$ cat src/rtl/amo_sequencer.sv
// RV32A sequencer for LR.W / SC.W / AMO*.W on the shared data-memory port.
// Stalls the pipeline around a read-modify-write and owns the single LR/SC
// reservation register.
//
// state    | meaning
// ---------+---------------------------------------------------------------
// ST_IDLE  | waiting for amoValid_i; decodes misaligned / SC outcome
// ST_READ  | read strobe out, memRData_i returns next cycle
// ST_CALC  | old value latched, new value computed (LR sets reservation)
// ST_WRITE | full-word write out; committed, flush no longer aborts
// ST_DONE  | done_o pulse, pipeline advances on the closing edge
module amo_sequencer #(
   parameter int RES_GRANULE_LSB = 2
) (
   input  logic        clk_i,
   input  logic        reset_i,
   input  logic        amoValid_i,
   input  logic [4:0]  amoFunct5_i,
   input  logic [31:0] amoAddr_i,
   input  logic [31:0] amoRs2_i,
   input  logic        flush_i,
   input  logic        snoopWr_i,
   input  logic [31:0] snoopAddr_i,
   output logic        stall_o,
   output logic        done_o,
   output logic        misaligned_o,
   output logic [31:0] result_o,
   output logic        memRStrobe_o,
   output logic [31:0] memAddr_o,
   input  logic [31:0] memRData_i,
   output logic [31:0] memWData_o,
   output logic [3:0]  memWMask_o
);

   localparam int RW = 32 - RES_GRANULE_LSB;

   localparam logic [4:0] F_ADD  = 5'b00000;
   localparam logic [4:0] F_SWAP = 5'b00001;
   localparam logic [4:0] F_LR   = 5'b00010;
   localparam logic [4:0] F_SC   = 5'b00011;
   localparam logic [4:0] F_XOR  = 5'b00100;
   localparam logic [4:0] F_OR   = 5'b01000;
   localparam logic [4:0] F_AND  = 5'b01100;
   localparam logic [4:0] F_MIN  = 5'b10000;
   localparam logic [4:0] F_MAX  = 5'b10100;
   localparam logic [4:0] F_MINU = 5'b11000;
   localparam logic [4:0] F_MAXU = 5'b11100;

   typedef enum logic [2:0] {ST_IDLE, ST_READ, ST_CALC, ST_WRITE, ST_DONE} state_t;

   state_t        state;
   logic [4:0]    funct_q;
   logic [31:0]   addr_q;
   logic [31:0]   rs2_q;
   logic          res_valid;
   logic [RW-1:0] res_addr;
   logic [31:0]   amo_new;
   logic          op_ok;
   logic          snoop_hit;
   logic          sc_match;
   logic          lsb_unused;

   // Byte-offset bits below the reservation granule never take part in a match.
   assign lsb_unused = ^snoopAddr_i[RES_GRANULE_LSB-1:0] ^ ^addr_q[1:0];

   assign snoop_hit = snoopWr_i && (snoopAddr_i[31:RES_GRANULE_LSB] == res_addr);
   assign sc_match  = res_valid && (amoAddr_i[31:RES_GRANULE_LSB] == res_addr);

   // Pipeline hold: only the IDLE term is combinational so the first cycle stalls.
   assign stall_o = ((state == ST_IDLE) && amoValid_i && !flush_i) ||
                    (state == ST_READ) || (state == ST_CALC) || (state == ST_WRITE);

   // New memory value from the returned old word; op_ok low means no write.
   always_comb begin
      amo_new = rs2_q;
      op_ok   = 1'b1;
      case (funct_q)
         F_SWAP:  amo_new = rs2_q;
         F_ADD:   amo_new = memRData_i + rs2_q;
         F_XOR:   amo_new = memRData_i ^ rs2_q;
         F_AND:   amo_new = memRData_i & rs2_q;
         F_OR:    amo_new = memRData_i | rs2_q;
         F_MIN:   amo_new = ($signed(memRData_i) < $signed(rs2_q)) ? memRData_i : rs2_q;
         F_MAX:   amo_new = ($signed(memRData_i) > $signed(rs2_q)) ? memRData_i : rs2_q;
         F_MINU:  amo_new = (memRData_i < rs2_q) ? memRData_i : rs2_q;
         F_MAXU:  amo_new = (memRData_i > rs2_q) ? memRData_i : rs2_q;
         default: op_ok   = 1'b0;
      endcase
   end

   // Sequencer FSM, reservation tracking and registered memory/result outputs.
   always_ff @(posedge clk_i or negedge reset_i) begin
      if (!reset_i) begin
         state        <= ST_IDLE;
         funct_q      <= '0;
         addr_q       <= '0;
         rs2_q        <= '0;
         res_valid    <= 1'b0;
         res_addr     <= '0;
         done_o       <= 1'b0;
         misaligned_o <= 1'b0;
         result_o     <= '0;
         memRStrobe_o <= 1'b0;
         memAddr_o    <= '0;
         memWData_o   <= '0;
         memWMask_o   <= 4'b0000;
      end else begin
         done_o       <= 1'b0;
         misaligned_o <= 1'b0;
         memRStrobe_o <= 1'b0;
         memAddr_o    <= '0;
         memWData_o   <= '0;
         memWMask_o   <= 4'b0000;
         if (snoop_hit)
            res_valid <= 1'b0;
         case (state)
            ST_IDLE: begin
               if (flush_i) begin
                  res_valid <= 1'b0;
               end else if (amoValid_i) begin
                  funct_q <= amoFunct5_i;
                  addr_q  <= amoAddr_i;
                  rs2_q   <= amoRs2_i;
                  if (amoAddr_i[1:0] != 2'b00) begin
                     res_valid    <= 1'b0;
                     result_o     <= '0;
                     done_o       <= 1'b1;
                     misaligned_o <= 1'b1;
                     state        <= ST_DONE;
                  end else if (amoFunct5_i == F_SC) begin
                     res_valid <= 1'b0;
                     if (sc_match) begin
                        result_o   <= 32'd0;
                        memAddr_o  <= {amoAddr_i[31:2], 2'b00};
                        memWData_o <= amoRs2_i;
                        memWMask_o <= 4'b1111;
                        state      <= ST_WRITE;
                     end else begin
                        result_o <= 32'd1;
                        done_o   <= 1'b1;
                        state    <= ST_DONE;
                     end
                  end else begin
                     memRStrobe_o <= 1'b1;
                     memAddr_o    <= {amoAddr_i[31:2], 2'b00};
                     state        <= ST_READ;
                  end
               end
            end
            ST_READ: begin
               if (flush_i) begin
                  res_valid <= 1'b0;
                  state     <= ST_IDLE;
               end else begin
                  state <= ST_CALC;
               end
            end
            ST_CALC: begin
               if (flush_i) begin
                  res_valid <= 1'b0;
                  state     <= ST_IDLE;
               end else begin
                  result_o <= memRData_i;
                  if (funct_q == F_LR) begin
                     res_valid <= 1'b1;
                     res_addr  <= addr_q[31:RES_GRANULE_LSB];
                     done_o    <= 1'b1;
                     state     <= ST_DONE;
                  end else if (op_ok) begin
                     memAddr_o  <= {addr_q[31:2], 2'b00};
                     memWData_o <= amo_new;
                     memWMask_o <= 4'b1111;
                     state      <= ST_WRITE;
                  end else begin
                     done_o <= 1'b1;
                     state  <= ST_DONE;
                  end
               end
            end
            ST_WRITE: begin
               if (addr_q[31:RES_GRANULE_LSB] == res_addr)
                  res_valid <= 1'b0;
               done_o <= 1'b1;
               state  <= ST_DONE;
            end
            ST_DONE: begin
               state <= ST_IDLE;
            end
            default: state <= ST_IDLE;
         endcase
      end
   end

endmodule

$ cat config.mk
export PLATFORM = sky130hd
export DESIGN_NAME = amo_sequencer
export DESIGN_NICKNAME = d
export VERILOG_FILES = /design/src/rtl/amo_sequencer.sv
export SDC_FILE = /design/constraint.sdc
export NUM_CORES = 1
export LEC_CHECK = 0
export ABC_CLOCK_PERIOD_IN_PS = 9100
export CORE_UTILIZATION = 40
export CTS_BUF_LIST = sky130_fd_sc_hd__clkbuf_2 sky130_fd_sc_hd__clkbuf_4 sky130_fd_sc_hd__clkbuf_8
export DETAILED_ROUTE_END_ITERATION = 8
export PLACE_DENSITY_LB_ADDON = 0.2
export SLEW_MARGIN = 20
export SYNTH_ARGS = -nofsm -noshare
export SYNTH_HDL_FRONTEND = slang
export SYNTH_SLANG_ARGS = --single-unit
$ cat constraint.sdc
create_clock -name clk_i -period 9.1 [get_ports clk_i]
set_input_delay 1.365 -clock clk_i [delete_from_list [all_inputs] [get_ports clk_i]]
set_output_delay 1.365 -clock clk_i [all_outputs]
set_load 0.05 [all_outputs]
==> impl_metrics.ini, run 1 <==
[worst_setup_path]
r2r_setup_slack_ns = 4.73
arrival_ns = 5.84
worstSetupStartpointType = input pin
crit_type = input pin to flip-flop
cpMaxStageDelayCell = nor2_1
critPathMaxFanout = 15
required_ns = 9.55
max_stage_delay_ns = 0.85
critical_path.top_delay_family = simple AND/OR/NAND/NOR gates
cp_cell_sequence = clkdlybuf4s50_1, inv_1, ha_1, nor4_1, nand4_1, nor2_1, o41ai_2, nand3_1, nand3_1, nor2_1, o221ai_1, o221ai_1, a31o_1
worst-path-buf-inv = 2
endpoint_kind = flip-flop

[global_route]
antenna_found_initial = 5
gr-total-overflow = 0
grt.total_usage_pct = 27.3
grt_pass1_wl_mm = 70.7
grt_pass1_vias = 12400
grt_max_degree = 77

[synthesis]
ys_top_cells_by_area = dfrtp_1, ha_1, nand2_1, xnor2_1, o21ai_0
synth_area_per_cell_um2 = 8.86
synth.most_common_cell = nand2_1
synth-edff-count = 0
netlist.area_leader.share_pct = 37.3
ys.warnings.count = 0
netlist_area_um2 = 13400
async_flop_share_pct = 100
synth_ff_type = dfrtp_1
yosysSeqAreaShare_pct = 37.3
yosysUniqueCellTypes = 78
yosysTopAreaCell = dfrtp_1
syn_inst = 1509
yosys_register_bits = 199
synthTopCellsByCount = nand2_1, dfrtp_1, o21ai_0

[clock_network]
cts_resized = 0
path_clk_slew_ns = 0.10
cts_hold_buf = 0
cts_root_buf = clkbuf_8
worstSkewPairLatency_ns = 0.54
cts_made_buffers = 17
cts_setup_buffers = 0
cts_tree = yes
ctsHtreeMaxLevel = 4
cts_buffer_depth = 2
cts.sinks = 199

[route]
drtIter0Drc = 1137
wire_per_inst_um = 21.4
wirelength_mm = 46.1
vias = 12600
drtPass1Iterations = 6
drc = 0
viasPerCell = 5.84
ant_nets = 0

[finish]
multi_input_area_um2 = 7730
nNetsFinal = 1927
ff_latch_area_um2 = 4980
fill_cells = 3151
area_growth_pct = 23.7
drive_above_1_share_pct = 6.28

[sta]
timing.slew.headroom_pct = 30.0
rsz0062_at_grt = false
worst_pin_slew_ns = 1.05
clock.fmax_mhz = 185
hold_viol = 0
final.period_utilization_pct = 59.3
setup_tns_ns = 0
finalSetupViolations = 0
finClkSkew_ns = 0.0421
finalCriticalPeriod_ns = 5.39
timing.final.ws_setup_ns = 3.71
slew_viol_final = 0

[floorplanning]
rows = 66
dieArea_um2 = 34100
core_area_um2 = 32700
die_h_um = 185
io_pins = 242
initial_core_util_pct = 40.9
fp.dieW_um = 185

[job]
maxCapViolations = 0

[power]
total_power_w = 0.00259
vdd_drop_max_v = 0.000124
power.density_nw_per_um2 = 157
power.leakage_nw = 7.18

[place]
port_buffers = 237
hpwlAfterDp_mm = 33.2
post-place-ws_ns = 3.23
gp_congestion = 0.945

[worst_hold_path]
hold_path_class = flip-flop to flip-flop

[status]
status = complete, no violations
-- placed cells by master (no fill, tap or decap), drive strengths merged, types with 19 or more instances in the layout --
cell             n
mux2            30
xor2            20
clkdlybuf4s50  236
a221oi          28
nand2          228
clkbuf          19
a22o            31
nor2            57
nor4            20
inv             91
a21oi           69
o31ai           36
a21o            20
ha              96
xnor2           86
nand3           36
o21ai          118
buf             19
nand4           36
nor3            20
dfrtp          199
-- final cells by class --
cell class	instances	area share (%)
Antenna cell	3	0.0454
Timing Repair Buffer	256	15.2
Inverter	84	1.91
Sequential cell	199	30.1
Multi-Input combinational cell	1134	46.8
Tap cell	442	3.35
Clock inverter	14	1.04
Clock buffer	18	1.50
-- worst min-delay path, delay by kind of cell, from the launching register on --
family,cells,cell delay (ns)
and+or+nand+nor,1,0.05
DFF,1,0.35
AOI/OAI and AO/OA,1,0.05
-- layer usage --
metal | share of wire (%) | GRT usage (%) | up-vias
li1 | - | - | 5800
met1 | 43 | 35.4 | 6098
met2 | 46 | 43.1 | 546
met3 | 7.9 | 6.80 | 105
met4 | 3.4 | 11.7 | 8
met5 | 0.14 | 0 | -
-- where the power goes --
group | switching (W) | internal (W)
clock | 0.000390 | 0.000218
sequential | 0.0000701 | 0.000944
combinational | 0.000605 | 0.000361
-- sequential cells by signal, indices dropped and copies added (netlist names), 3 cells and up --
register	cells
addr_q	30
memWData_o	32
result_o	32
rs2_q	32
memAddr_o	30
funct_q	5
res_addr	30
state	3
-- through the flow --
step / util [%] / area, um2 / hold WS, ns / std cells
final: 50.5 / 16500 / 0.480 / 2150
after global routing: 50.5 / 16500 / 0.506 / 2148
after CTS: 50.5 / 16500 / 0.490 / 2147
after detailed placement: 49.2 / 16100 / 0.466 / 2115
after global placement: 49.2 / 16100 / 0.460 / 2115
after floorplan: - / 13400 / 0.495 / 1510
-- cells by family after synthesis --
family / after synthesis / synth area share [%]
buf+inv: 177 / 5.17
xor+xnor: 106 / 6.95
compound gates: 442 / 22.8
other cells: 1 / 0.0281
simple gates: 454 / 15.9
mux: 33 / 2.75
fa+ha+maj: 97 / 9.14
flops: 199 / 37.3
-- path summary, 6_finish.rpt --
| kind | from | end | cells past startpoint |
|---|---|---|---|
| setup / recovery | memRData_i[14] | memWData_o[4] | 13 |
| hold / removal | result_o[17] | result_o[17] | 2 |
| setup reg to reg | rs2_q[14] | memWData_o[4] | 12 |
| hold reg to reg | result_o[17] | result_o[17] | 2 |
| max in group asynchronous | reset_i | memAddr_o[16] | 2 |
| min in group asynchronous | reset_i | rs2_q[22] | 1 |
Note: power is estimated with default switching activity, not from simulation.
==> run 2: changes to the inputs <==
--- a/config.mk
+++ b/config.mk
@@ -5,7 +5,7 @@
 export SDC_FILE = /design/constraint.sdc
 export NUM_CORES = 1
 export LEC_CHECK = 0
-export ABC_CLOCK_PERIOD_IN_PS = 9100
+export ABC_CLOCK_PERIOD_IN_PS = 4600
 export CORE_UTILIZATION = 40
 export CTS_BUF_LIST = sky130_fd_sc_hd__clkbuf_2 sky130_fd_sc_hd__clkbuf_4 sky130_fd_sc_hd__clkbuf_8
 export DETAILED_ROUTE_END_ITERATION = 8
==> constraint.sdc (replaced) <==
create_clock -name clk_i -period 4.6 [get_ports clk_i]
set_input_delay 0.69 -clock clk_i [delete_from_list [all_inputs] [get_ports clk_i]]
set_output_delay 0.69 -clock clk_i [all_outputs]
set_load 0.05 [all_outputs]
==> impl_metrics.ini, run 2 (same netlist as run 1, synthesis figures left out) <==
[clock_network]
cts_root_buf = clkbuf_8
cts_setup_buffers = 0
cts_buffer_depth = 2
worstSkewPairLatency_ns = 0.55
path_clk_slew_ns = 0.11
ctsHtreeMaxLevel = 4
cts_resized = 0
cts_hold_buf = 0
cts.sinks = 199
cts_made_buffers = 17
cts_tree = yes

[place]
post-place-ws_ns = 0.136
hpwlAfterDp_mm = 34.1
port_buffers = 237
gp_congestion = 0.961

[status]
status = complete, no violations

[finish]
fill_cells = 3036
layout_common_cells = clkdlybuf4s50_1, nand2_1, dfrtp_1
nNetsFinal = 2010
area_growth_pct = 28.9
reg.largest.list = memWData_o x32, result_o x32, rs2_q x32
drive_above_1_share_pct = 10.5
final_common_cell = clkdlybuf4s50_1

[global_route]
grt_pass1_wl_mm = 71.8
antenna_found_initial = 3
grt.total_usage_pct = 27.8
gr-total-overflow = 0
grt_max_degree = 108
grt_pass1_vias = 12600

[power]
p_switching_w = 0.00218
pwr-share-seq_pct = 36.9
power.density_nw_per_um2 = 316
internal-power_w = 0.00327
pwr-share-comb_pct = 38.6
power.leakage_nw = 7.61
p_sw_share_pct = 40.1
vdd_drop_max_v = 0.000215
p_clk_share_pct = 24.5

[route]
drtPass1Iterations = 6
wirelength_mm = 46.9
m1WireLength_mm = 20.5
drc = 0
drtIter0Drc = 986
dr.max_layer_used = met5
vias = 12800
ant_nets = 0
viasPerCell = 5.74
wl_met2_mm = 21.3
wl_met3_mm = 3.45
wire_per_inst_um = 21.0

[sta]
setup_tns_ns = 0
rsz0062_at_grt = false
final.period_utilization_pct = 87.4
timing.slew.headroom_pct = 40.5
finalCriticalPeriod_ns = 4.02
clock.fmax_mhz = 249
timing.final.ws_setup_ns = 0.578
finalSetupViolations = 0
hold_viol = 0
finClkSkew_ns = 0.0295
slew_viol_final = 0
worst_pin_slew_ns = 0.889

[worst_setup_path]
endpoint_kind = flip-flop
required_ns = 5.00
worstSetupStartpointType = input pin
crit_type = input pin to flip-flop
critPathMaxFanout = 6
arrival_ns = 4.43

[floorplanning]
fp.dieW_um = 185
initial_core_util_pct = 40.9
dieArea_um2 = 34100
core_area_um2 = 32700
io_pins = 242
die_h_um = 185
rows = 66

[job]
maxCapViolations = 0

[worst_hold_path]
hold_path_class = input pin to asynchronous set/reset pin
## run 2: cell count changes in the layout (fill, tap and decap cells not counted), moves of 2 or more
cell,change
buf_12,+3
buf_4,+80
bufinv_16,+2
inv_12,+3
inv_6,-2
## run 2: through the flow
stage | std cells | instance area, um2 | util, % | total power [W] | hold slack [ns]
2_1_floorplan | 1510 | 13400 | - | 0.00326 | 0.394
3_3_place_gp | 2198 | 16700 | 51.2 | 0.00407 | 0.459
3_5_place_dp | 2198 | 16700 | 51.2 | 0.00410 | 0.466
4_1_cts | 2230 | 17200 | 52.7 | 0.00545 | 0.193
5_1_grt | 2230 | 17200 | 52.7 | 0.00576 | 0.212
6_report | 2232 | 17200 | 52.7 | 0.00545 | 0.174
## run 2: worst max-delay path, cell delays in order
cell and delay (ns):
clkdlybuf4s50_1 0.51, inv_1 0.11, ha_1 0.35, nor4_2 0.53, nand4_1 0.26, or3_1 0.44, and2_1 0.21, o21ai_4 0.08
buf_4 0.14, nand2_2 0.10, a31o_2 0.36, a211o_1 0.36, o211ai_1 0.17, nand4_1 0.10
## run 2: metal layers
layer | GRT usage (%) | vias up
met5 | 0 | -
met4 | 11.1 | 4
met2 | 44.2 | 583
met3 | 5.90 | 105
met1 | 36.9 | 6150
li1 | - | 5967
## run 2: cell type report
class | instances | area [um2] | area share [%]
clock buffers | 17 | 234 | 1.36
multi-input cells | 1134 | 7720 | 44.8
flip-flops and latches | 199 | 4980 | 28.9
diodes | 2 | 5.00 | 0.0291
repair buffers | 339 | 3180 | 18.5
clock inverters | 15 | 241 | 1.40
inverters | 84 | 315 | 1.83
well taps | 442 | 553 | 3.21
## run 2: worst paths after layout
check	from	to	slack, ns	depth (start not counted)
max	memRData_i[29]	memWData_o[15]	0.58	14
min	reset_i	result_o[19]	0.17	1
max reg2reg	rs2_q[29]	memWData_o[15]	0.82	13
min reg2reg	result_o[17]	result_o[17]	0.48	2
max in group asynchronous	reset_i	addr_q[14]	3.42	2
min in group clk_i	result_o[17]	result_o[17]	0.48	2
## run 2: power by group through the flow
stage / Combinational [W] / Sequential [W] / Clock [W]
2_1_floorplan: 0.00123 / 0.00203 / 0
3_3_place_gp: 0.00203 / 0.00203 / 0
3_5_place_dp: 0.00206 / 0.00204 / 0
4_1_cts: 0.00207 / 0.00201 / 0.00137
5_1_grt: 0.00229 / 0.00203 / 0.00144
6_report: 0.00210 / 0.00201 / 0.00134
==> RTL edit 1 (settings of run 1) <==
Change the parameter `RES_GRANULE_LSB` from 2 to 4.
--- a/src/rtl/amo_sequencer.sv
+++ b/src/rtl/amo_sequencer.sv
@@ -12,3 +12,3 @@
 module amo_sequencer #(
-   parameter int RES_GRANULE_LSB = 2
+   parameter int RES_GRANULE_LSB = 4
 ) (
Function: not settled (the Yosys comparison gave no result); the edit may change what the design does.
==> RTL edit 1 against run 1 <==
Via count shrank 0.13%. Sequential cell count fell by 2. Synthesized area grew 0.26%. Wire length down 0.63%. Non-clock buffer count is the same. Core utilization down 0.19 points. Cell area down 0.13%. Global-route usage down 0.052 points. Largest cell class unchanged. Total power shrank 0.51%. Count of clock-buffer cells in the layout down 1. Clock power grew 4.1%. Setup slack got worse by 530 ps.
==> RTL edit 1: results (changes against run 1) <==
| Metric | Value |
|---|---|
| Reg2reg end | memWData_o[18] (was memWData_o[4]) |
| Drt total wl | 45800 µm (was 46100 µm) |
| FILL cells | 3107 (was 3151) |
| Static Leakage | 7.46 nW (was 7.18 nW) |
| Non-CTS inverters | 85 (was 84) |
| Part of the Yosys area used for sequential elements | 0.368 (was 0.373) |
| Layout cells sized above 1 | 0.0692 (was 0.0628) |
| Dpl cells | 2143 (was 2115) |
| Hold path start | result_o[16] (was result_o[17]) |
| Skew final | 31.6 ps (was 42.1 ps) |
| Max FO, Critical Path | 18 (was 15) |
| Status | complete, no violations (unchanged) |
| NumNets Final | 1955 (was 1927) |
| Largest net degree at the start of global routing | 81 (was 77) |
| Final cell count without fillers | 2178 (was 2150) |
| Number of global-route vias before repair | 12000 (was 12400) |
| Hold Path End | result_o[16] (was result_o[17]) |
| Reg-to-reg setup timing slack | 4230 ps (was 4730 ps) |
| Leading post-synthesis cells by cell area | dfrtp_1, ha_1, nand2_1 (unchanged) |
| Setup WS pre-CTS | 2790 ps (was 3230 ps) |
| Hold_ws | 474 ps (was 480 ps) |
| Total Routing Usage GR | 0.272 (was 0.273) |
| Synth Instances | 1547 (was 1509) |
| Register area | 4930 µm² (was 4980 µm²) |
| Pwr/cell area | 156 nW/µm² (was 157 nW/µm²) |
| Sw Share | 0.410 (was 0.411) |
| Placed cell area | 16100 µm² (about the same) |
| Port buffer count | 235 (was 237) |
| Hold Path Depth | 2 (unchanged) |
| Initial antenna violation count | 6 (was 5) |
| Multi-input gate area | 7750 µm² (was 7730 µm²) |
| Fraction of area in registers | 0.299 (was 0.301) |
| Vias | 12500 (was 12600) |
| Fin util | 0.503 (was 0.505) |
| Relative slew slack | 0.218 (was 0.300) |
| First-pass GRT wire length | 70000 µm (was 70700 µm) |
| Critical Path AT | 6360 ps (was 5840 ps) |
| DR iter-0 viols | 1158 (was 1137) |
==> RTL edit 1: cell count changes in the layout (fill, tap and decap cells not counted), moves of 5 or more <==
cell             run 1  this run
nor4_1              16        22
nand2_1            227       258
nand3_1             34        60
or2_2                1         6
o211ai_1            16        38
xnor2_1             86        56
xor2_1              20        43
o21ai_1             12         6
a21oi_1             69        90
o31ai_1             36         4
a221oi_1            26        11
o21a_1              10         2
nand4_1             36        25
==> RTL edit 1: layer usage <==
metal / global-route usage / vias up / wire length [µm]
li1: - / 5828 / -
met5: 0 / - / 23
met4: 0.0955 / 4 / 1200
met3: 0.0659 / 87 / 3720
met2: 0.423 / 535 / 20700
met1: 0.368 / 6087 / 20200
==> RTL edit 1: worst max-delay path: stages <==
cell and delay, ps:
clkdlybuf4s50_1 580, inv_1 70, ha_1 550, nor4_1 490, nand3_1 360, nor2_1 310
o41ai_4 200, a21oi_1 260, o221a_1 620, and3_1 890, a221oi_1 200, or3_1 350
o211ai_1 100
==> RTL edit 1: power by group through the flow <==
| stage | combinational [mW] | clock [mW] | sequential [mW] |
|---|---|---|---|
| floorplan | 0.611 | 0 | 1.01 |
| global placement | 0.908 | 0 | 1.02 |
| detailed placement | 0.915 | 0 | 1.02 |
| CTS | 0.921 | 0.648 | 1.00 |
| global route | 1.02 | 0.682 | 1.02 |
| finish | 0.935 | 0.633 | 1.01 |
==> RTL edit 1: cell families after synthesis <==
logic type	share of synthesized area
xor+xnor	0.0647
flops	0.368
other cells	0.000280
buf+inv	0.0574
simple gates	0.173
fa+ha+maj	0.0911
compound gates	0.219
mux	0.0266
==> RTL edit 2 (config.mk and constraints of run 1) <==
Without the edit above. Remove the case item `F_ADD` of the case on `funct_q`.
--- a/src/rtl/amo_sequencer.sv
+++ b/src/rtl/amo_sequencer.sv
@@ -78,3 +78,2 @@
          F_SWAP:  amo_new = rs2_q;
-         F_ADD:   amo_new = memRData_i + rs2_q;
          F_XOR:   amo_new = memRData_i ^ rs2_q;
Function: not settled (the Yosys comparison gave no result); the edit may change what the design does.
==> RTL edit 2 against run 1 <==
The run now ends with design-rule violations left. Die area down 5.3%. Cell area down 4.6%. Synthesized area down 5.4%. Non-clock buffer count up 7. Sequential cell count unchanged. Setup slack worse by 61 ps. Maximum frequency down 1.1%. Wire length down 12%. Total power down 10%. Critical path type unchanged. Largest cell class unchanged. Highest routed layer is now met4.
==> RTL edit 2: results (changes against run 1) <==
| Metric | Value |
|---|---|
| Dpl cells | 1934 (was 2115) |
| FILL cells | 2844 (was 3151) |
| Synth cell count leaders | nand2_1, dfrtp_1, ha_1 (was nand2_1, dfrtp_1, o21ai_0) |
| Hold Path End | result_o[5] (was result_o[17]) |
| GP Congestion | 0.848 (was 0.945) |
| F_max | 183 MHz (was 185 MHz) |
| ANT cells | 0 (was 3) |
| Number of global-route vias before repair | 11300 (was 12400) |
| Met2 wire length | 19100 µm (was 21100 µm) |
| Mean cell area of the mapped netlist | 9.24 µm² (was 8.86 µm²) |
| Placed cell area | 15400 µm² (was 16100 µm²) |
| Part of the Yosys area used for sequential elements | 0.394 (was 0.373) |
| Metal3 WL | 2610 µm (was 3640 µm) |
| Setup WS pre-CTS | 3270 ps (was 3230 ps) |
| Reg-to-reg setup timing slack | 4760 ps (was 4730 ps) |
| Drt via density | 5.65 (was 5.84) |
| Post-Synth XOR/XNOR Area | 0.0630 (was 0.0695) |
| Post-synthesis mux area share | 0.0623 (was 0.0275) |
| Setup crit start | memRData_i[29] (was memRData_i[14]) |
| Root Driver | clkbuf_8 (unchanged) |
| Reg-to-reg startpoint | rs2_q[27] (was rs2_q[14]) |
| Leading post-synthesis cells by cell area | dfrtp_1, ha_1, nand2_1 (unchanged) |
| Static Leakage | 7.08 nW (was 7.18 nW) |
| First-pass GRT wire length | 64900 µm (was 70700 µm) |
| Wire per inst | 20.6 µm (was 21.4 µm) |
| Unique masters post-synth | 60 (was 78) |
| First-pass iteration count of the detailed router | 8 (was 6) |
| Critical Path Sink | memWData_o[28] (was memWData_o[4]) |
| # DRC | 12 (was 0) |
| Met1 wire length | 17700 µm (was 19700 µm) |
| Uppermost layer routed | met4 (was met5) |
| Post-DP HPWL | 27700 µm (was 33200 µm) |
| Layout cells sized above 1 | 0.0695 (was 0.0628) |
| Clk_lat worst skew | 500 ps (was 540 ps) |
| Failing checks | design-rule violations |
| Relative slew slack | 0.300 (about the same) |
| Max FO, Critical Path | 16 (was 15) |
| VDD IR max | 0.0000805 V (was 0.000124 V) |
| Critical Path AT | 5830 ps (was 5840 ps) |
| NumNets Final | 1792 (was 1927) |
| Largest net degree at the start of global routing | 73 (was 77) |
| Status | finished, violations left (was complete, no violations) |
| Synth Area in Compound Gates | 0.177 (was 0.228) |
| Initial antenna violation count | 0 (was 5) |
| Skew final | 18.8 ps (was 42.1 ps) |
| DR iter-0 viols | 748 (was 1137) |
| Hold path start | result_o[5] (was result_o[17]) |
-- RTL edit 2: layer usage --
metal	GRT usage	vias up
met5	0	-
met4	0.0866	0
met3	0.0533	64
met2	0.419	363
met1	0.335	5452
li1	-	5229
-- RTL edit 2: critical path: stages --
cell	delay, ps
clkdlybuf4s50_1	740
inv_1	90
ha_1	350
nor4_2	570
a21boi_0	550
or4_4	290
a21oi_1	90
nand2_1	730
buf_4	450
mux2i_1	240
o211ai_1	100
a32o_1	260
-- RTL edit 2: layout make-up --
| type | count | share of cell area |
|---|---|---|
| Clock buffer | 17 | 0.0148 |
| Clock inverter | 13 | 0.00873 |
| Tap cell | 396 | 0.0314 |
| Sequential cell | 199 | 0.316 |
| Inverter | 78 | 0.0186 |
| Multi-Input combinational cell | 999 | 0.447 |
| Timing Repair Buffer | 263 | 0.164 |
-- RTL edit 2: power by group --
part	total [mW]	switching, mW	internal (mW)
combinational	0.735	0.448	0.287
sequential	1.02	0.0746	0.941
clock	0.572	0.371	0.202
